**config.mk**
```make
export PLATFORM = sky130hd
export DESIGN_NAME = riscv_retire_monitor
export DESIGN_NICKNAME = d
export VERILOG_FILES = /design/src/rtl/riscv_retire_monitor.sv
export SDC_FILE = /design/constraint.sdc
export NUM_CORES = 1
export LEC_CHECK = 0
export CELL_PAD_IN_SITES_DETAIL_PLACEMENT = 0
export CELL_PAD_IN_SITES_GLOBAL_PLACEMENT = 1
export CORE_MARGIN = 5
export CORE_UTILIZATION = 33
export DETAILED_ROUTE_END_ITERATION = 16
export GPL_TIMING_DRIVEN = 0
export PLACE_DENSITY_LB_ADDON = 0.1
export RECOVER_POWER = 100
export SYNTH_ARGS = -nofsm -noshare
export SYNTH_HDL_FRONTEND = slang
export SYNTH_SLANG_ARGS = --single-unit
```
**constraint.sdc**
```tcl
create_clock -name CLK -period 3.47 [get_ports CLK]
set_input_delay 0.694 -clock CLK [delete_from_list [all_inputs] [get_ports CLK]]
set_output_delay 0.694 -clock CLK [all_outputs]
set_load 0.05 [all_outputs]
```
**src/rtl/riscv_retire_monitor.sv**
```systemverilog
// Commit-side observation port: counts retirements, selects per-instruction result,
// detects the two-word halt sequence and flags retirement stalls.
module riscv_retire_monitor #(
  parameter int          DWIDTH      = 32,
  parameter int          AWIDTH      = 12,
  parameter logic [31:0] HALT_INST0  = 32'h00c00093,
  parameter logic [31:0] HALT_INST1  = 32'h00008067,
  parameter int          WDOG_CYCLES = 1024
) (
  input  logic              CLK,
  input  logic              RSTn,
  input  logic              RET_VALID,
  input  logic [31:0]       RET_INST,
  input  logic              RET_RF_WE,
  input  logic [DWIDTH-1:0] RET_RF_WD,
  input  logic              RET_IS_BRANCH,
  input  logic              RET_BR_TAKEN,
  input  logic              RET_IS_STORE,
  input  logic [AWIDTH-1:0] RET_MEM_ADDR,
  output logic [31:0]       NUM_INST,
  output logic [DWIDTH-1:0] OUTPUT_PORT,
  output logic              HALT,
  output logic              WDOG_ERR
);

  localparam int WW = $clog2(WDOG_CYCLES) + 1;
  localparam logic [WW-1:0] WDOG_LAST = WW'(WDOG_CYCLES - 1);
  localparam logic [WW-1:0] WDOG_MAX  = {WW{1'b1}};

  typedef enum logic [1:0] {IDLE, SEEN0, HALTED} state_t;

  state_t            state_q, state_d;
  logic [31:0]       num_q, num_d;
  logic [DWIDTH-1:0] out_q, out_d;
  logic [WW-1:0]     wdog_q, wdog_d;
  logic              werr_q, werr_d;

  always_ff @(posedge CLK) begin
    if (!RSTn) begin
      state_q <= IDLE;
      num_q   <= '0;
      out_q   <= '0;
      wdog_q  <= '0;
      werr_q  <= 1'b0;
    end else begin
      state_q <= state_d;
      num_q   <= num_d;
      out_q   <= out_d;
      wdog_q  <= wdog_d;
      werr_q  <= werr_d;
    end
  end

  // Once halted everything freezes, including the watchdog.
  always_comb begin
    state_d = state_q;
    num_d   = num_q;
    out_d   = out_q;
    wdog_d  = wdog_q;
    werr_d  = werr_q;
    if (state_q != HALTED) begin
      if (RET_VALID) begin
        wdog_d = '0;
        if (num_q != 32'hFFFF_FFFF) num_d = num_q + 32'd1;

        if (RET_IS_BRANCH)                      out_d = {{(DWIDTH-1){1'b0}}, RET_BR_TAKEN};
        else if (RET_IS_STORE)                  out_d = DWIDTH'(RET_MEM_ADDR);
        else if (RET_RF_WE && RET_INST[11:7] != 5'd0) out_d = RET_RF_WD;

        case (state_q)
          IDLE:    state_d = (RET_INST == HALT_INST0) ? SEEN0 : IDLE;
          SEEN0: begin
            if (RET_INST == HALT_INST1)      state_d = HALTED;
            else if (RET_INST == HALT_INST0) state_d = SEEN0;
            else                             state_d = IDLE;
          end
          default: state_d = state_q;
        endcase
      end else begin
        if (wdog_q != WDOG_MAX) wdog_d = wdog_q + 1'b1;
        if (wdog_q >= WDOG_LAST) werr_d = 1'b1;
      end
    end
  end

  assign NUM_INST    = num_q;
  assign OUTPUT_PORT = out_q;
  assign HALT        = (state_q == HALTED);
  assign WDOG_ERR    = werr_q;

endmodule
```
**Yosys cells after proc, flatten, opt, wreduce, memory -nomap -nowiden**

Cells that the tools add are included.

- Word-level logic and storage cells: 35
- Input bits: 83
- Bits in registers: 78

- Reduce and logical (&&, ||, !) cells: 11
- Add/subtract/negate cells: 2
- Equality and inequality tests: 7
- Muxes and demuxes: 8
- Bitwise gates (word level): 1
- Magnitude comparators: 1

Operators with widths:

| kind | number |
|---|---|
| $mux 32 | 3 |
| $add 32x1->32 const B | 1 |
| $eq 32x16->1 const B | 1 |
| $eq 32x24->1 const B | 1 |
| $ne 32x32->1 const B | 1 |
| $mux 11 | 2 |
| $reduce_and 3->1 | 4 |
| $add 11x1->11 const B | 1 |
| $ge 11x10->1 const B | 1 |
| $ne 11x11->1 const B | 1 |
| $reduce_bool 5->1 | 1 |
| $pmux 2 s2 | 1 |
| $reduce_bool 2->1 | 2 |
| $reduce_bool 3->1 | 1 |
| $eq 2x1->1 const B | 1 |
| $eq 2x2->1 const B | 1 |
| $logic_not 2->1 | 1 |
| $mux 2 | 1 |
| $ne 2x2->1 const B | 1 |
| $reduce_and 2->1 | 1 |
| $logic_and 1x1->1 | 1 |
| $mux 1 | 1 |
| $not 1->1 | 1 |

**Depth between registers and ports, before layout**

- Depth after elaboration: 5
- Gate-level depth with buffers: 8

**Least setup slack after synthesis**

No wires, ideal clock.

- Kind: flip-flop to flip-flop
- Start point: reg num_q[1], in the netlist NUM_INST[1]
- End point: reg num_q[28], in the netlist NUM_INST[28]
- Arrival: 2.422 ns
- Stages on the path, launching flop included: 7
- Period minus slack after synthesis: 2.493 ns
- Setup slack: 0.977 ns
- Path buffers: 0
- Data required time: 3.400 ns
- Path through: dfxtp_1 -> ha_1 -> nand3_1 -> or3_4 -> or4b_4 -> or3_1 -> a21oi_1

- Cells in the longest elaborated chain, start to end: 2

RTL lines:

| item | line | source |
|---|---|---|
| start: declaration | 33 | `logic [31:0] num_q, num_d;` |
| start signal: assignment | 47 | `num_q <= num_d;` |
| branches (longest 2 deep; another with $add 32x1->32) | - |  |

Several ways; the timed one is not identified.
A chain may end at the register's enable or synchronous reset.

**Worst setup path after layout**

- Start point: reg state_q[0]
- End point: out HALT

- Cells in the longest elaborated chain, start to end: 1

RTL lines:

| item | line | source |
|---|---|---|
| start: declaration | 32 | `state_t state_q, state_d;` |
| start signal: assignment | 46 | `state_q <= state_d;` |
| $eq 2x2->1 | 88 | `assign HALT = (state_q == HALTED);` |
| end: declaration | 22 | `output logic HALT,` |

No other way between the ends.

==> results.json <==
{
  "status": "finished, final reports clean",
  "post-route-min-period_ns": 2.924,
  "worstMarginPinSlew_ns": 1.440,
  "num_rows": 38,
  "p_int_mw": 1.528,
  "total_power_mw": 2.071,
  "synth_common_cells": "dfxtp_1, a21oi_1, nand2_1, nand3_1, or3_1",
  "cts_tree": "yes",
  "synth.most_common_cell": "dfxtp_1",
  "async_reset_ff_share_pct": 0,
  "core_area_mm2": 0.01094,
  "drive_above_1_share_pct": 3.686,
  "yosys_warnings": 0,
  "syn_area_per_cell_um2": 8.027,
  "required_ns": 2.78,
  "synth_seq_area_share_pct": 42.11,
  "min_to": "OUTPUT_PORT[26]",
  "sequentialPowerShare_pct": 44.4,
  "cts_hold_buf": 0,
  "maxCapViolCount": 0,
  "dp_hpwl_um": 9203,
  "grt_remaining_overflow": 0,
  "place_congestion": 0.8341,
  "holdPathStages": 2,
  "worstReg2RegStart": "NUM_INST[0]",
  "comb_power_share_pct": 12.7,
  "power_frac_clock_pct": 43.0,
  "top_layer": "met4",
  "cts_resized": 0,
  "hp-class": "reg2reg",
  "whs_ns": 0.4488,
  "powerDensity_mw_per_mm2": 368.9,
  "arrival_ns": 2.23,
  "ir_worst_vdd_mv": 0.2425,
  "routedWlPerCell_um": 15.81,
  "grt_setup_unrepaired": "false",
  "yosysTopAreaCell": "dfxtp_1",
  "num_io_pins": 149,
  "fin_setup_tns_ns": 0,
  "yosysUniqueCellTypes": 45,
  "maxSlewHeadroom_pct": 3.112,
  "m1WireLength_um": 5498,
  "switchingPower_uw": 542.9,
  "r2r_slack_ns": 0.60,
  "grt_pass1_vias": 3790,
  "cts_buffers": 9,
  "drtIter0Drc": 218,
  "nets": 704,
  "max_freq_mhz": 342.1,
  "maxSlewViolCount": 0,
  "grt_max_degree": 16,
  "hold_path_startpoint": "OUTPUT_PORT[26]",
  "htree_levels": 3,
  "skew_ns": 0.008141,
  "synthTopCellsByArea": "dfxtp_1, a21oi_1, nand2_1",
  "io_buffer_count": 146,
  "vias_per_cell": 5.295,
  "wl_um": 12080,
  "first_pass_iters": 7,
  "switching_share_pct": 26.21,
  "synth_area_mm2": 0.003709,
  "synth_top_area_share_pct": 42.11,
  "p_leak_nw": 2.020,
  "finalHoldViolCount": 0,
  "die_h_um": 116.0,
  "r2r-end": "NUM_INST[2]",
  "areaGrowthSynthToFinish_pct": 51.42,
  "n_fill_cell": 1093,
  "antenna_cells": 0,
  "clock_path_buffers": 2,
  "worstPathMaxFanout": 9,
  "area.sequential_mm2": 0.001562,
  "clk_latency_ns": 0.33,
  "die_w_um": 116.0,
  "endpoint_kind": "output port",
  "ys_ff_latch": 78,
  "multi_input_area_mm2": 0.002007,
  "dr_wl_met3_um": 721,
  "ys.flop_type": "dfxtp_1",
  "clk_pin_slew_ns": 0.06,
  "grt_first_pass_wirelength_um": 19160,
  "root_buffer": "clkbuf_16",
  "initial_core_util_pct": 33.91,
  "track_usage_pct": 17.78,
  "cts.sinks": 78,
  "antenna_left": 0,
  "fp.dieArea_mm2": 0.01346,
  "syn_inst": 462,
  "start_kind": "flip-flop",
  "setup_viol": 0,
  "syn-num-nets": 547,
  "critPathKind": "reg2out",
  "drcViolationCount": 0,
  "synth_edf_count": 0,
  "vias": 4045,
  "dr_wl_met2_um": 5697,
  "reg2regPathDepth": 6,
  "period_share_pct": 84.25,
  "post-cts-setup-buffer-count": 0,
  "antenna_found_initial": 0
}
power by group through the flow:
stage | Clock, mW | Sequential, mW | Combinational, mW
6_report | 0.890 | 0.919 | 0.263
5_1_grt | 0.957 | 0.920 | 0.282
4_1_cts | 0.915 | 0.919 | 0.271
3_5_place_dp | 0 | 0.940 | 0.270
3_3_place_gp | 0 | 0.939 | 0.268
2_1_floorplan | 0 | 0.986 | 0.0727
per-layer routing:
layer,global-route usage [%],up-vias
met2,29.69,113
met4,5.336,0
met3,3.185,13
met1,23.47,1888
met5,0,-
li1,-,2031
area by class of cell:
type / count / area share [%]
clock buffers: 9 / 4.011
flip-flops and latches: 78 / 27.81
repair buffers: 146 / 26.02
multi-input cells: 351 / 35.74
inverters: 8 / 0.5348
well taps: 140 / 3.119
clock inverters: 7 / 1.003
plain buffers: 25 / 1.760
placed cells by master (no fill, tap or decap), drive strengths merged, types with 5 or more instances in the layout:
master / n
dlygate4sd3: 68
nand2b: 7
nand3: 42
nand4: 14
or4: 6
a21oi: 61
clkbuf: 27
nor4: 12
nor4b: 5
o21ai: 24
buf: 7
mux2i: 15
clkdlybuf4s50: 78
nand2: 56
nor2: 22
dfxtp: 78
or3: 30
nor3: 8
o31ai: 6
inv: 11
xnor2: 5
registers in the layout, summed over array words and instances, names as in the netlist:
register	count
wdog_q	11
NUM_INST	32
WDOG_ERR	1
state_q	2
OUTPUT_PORT	32
metrics by stage:
step / util [%] / cell area (um^2) / setup WS [ns] / instances
floorplan: - / 3709 / 0.9775 / 462
global placement: 48.88 / 5345 / 0.3927 / 748
detailed placement: 48.88 / 5345 / 0.3836 / 748
CTS: 51.45 / 5627 / 0.7244 / 764
global route: 51.35 / 5615 / 0.3141 / 764
finish: 51.35 / 5615 / 0.5465 / 764
worst max-delay path by stage:
stage,start,endpoint,cells after the start
2_1_floorplan,NUM_INST[1],NUM_INST[28],6
3_3_place_gp,RET_INST[9],OUTPUT_PORT[12],8
3_5_place_dp,RET_INST[9],OUTPUT_PORT[13],8
4_1_cts,RET_INST[9],OUTPUT_PORT[2],8
5_1_grt,NUM_INST[25],NUM_INST[2],6
6_report,state_q[0],HALT,4
worst max-delay path: stages (launching register included):
cell and delay, ns:
dfxtp_1 0.32, nand2b_1 0.13, clkbuf_1 0.21, inv_1 0.31, dlygate4sd3_1 0.93
cells by family after synthesis:
group	synth area share [%]
flops	42.11
fa+ha+maj	0.6747
buf+inv	3.509
mux	4.048
simple gates	31.27
compound gates	16.73
xor+xnor	1.653
(Power assumes the default switching activity.)
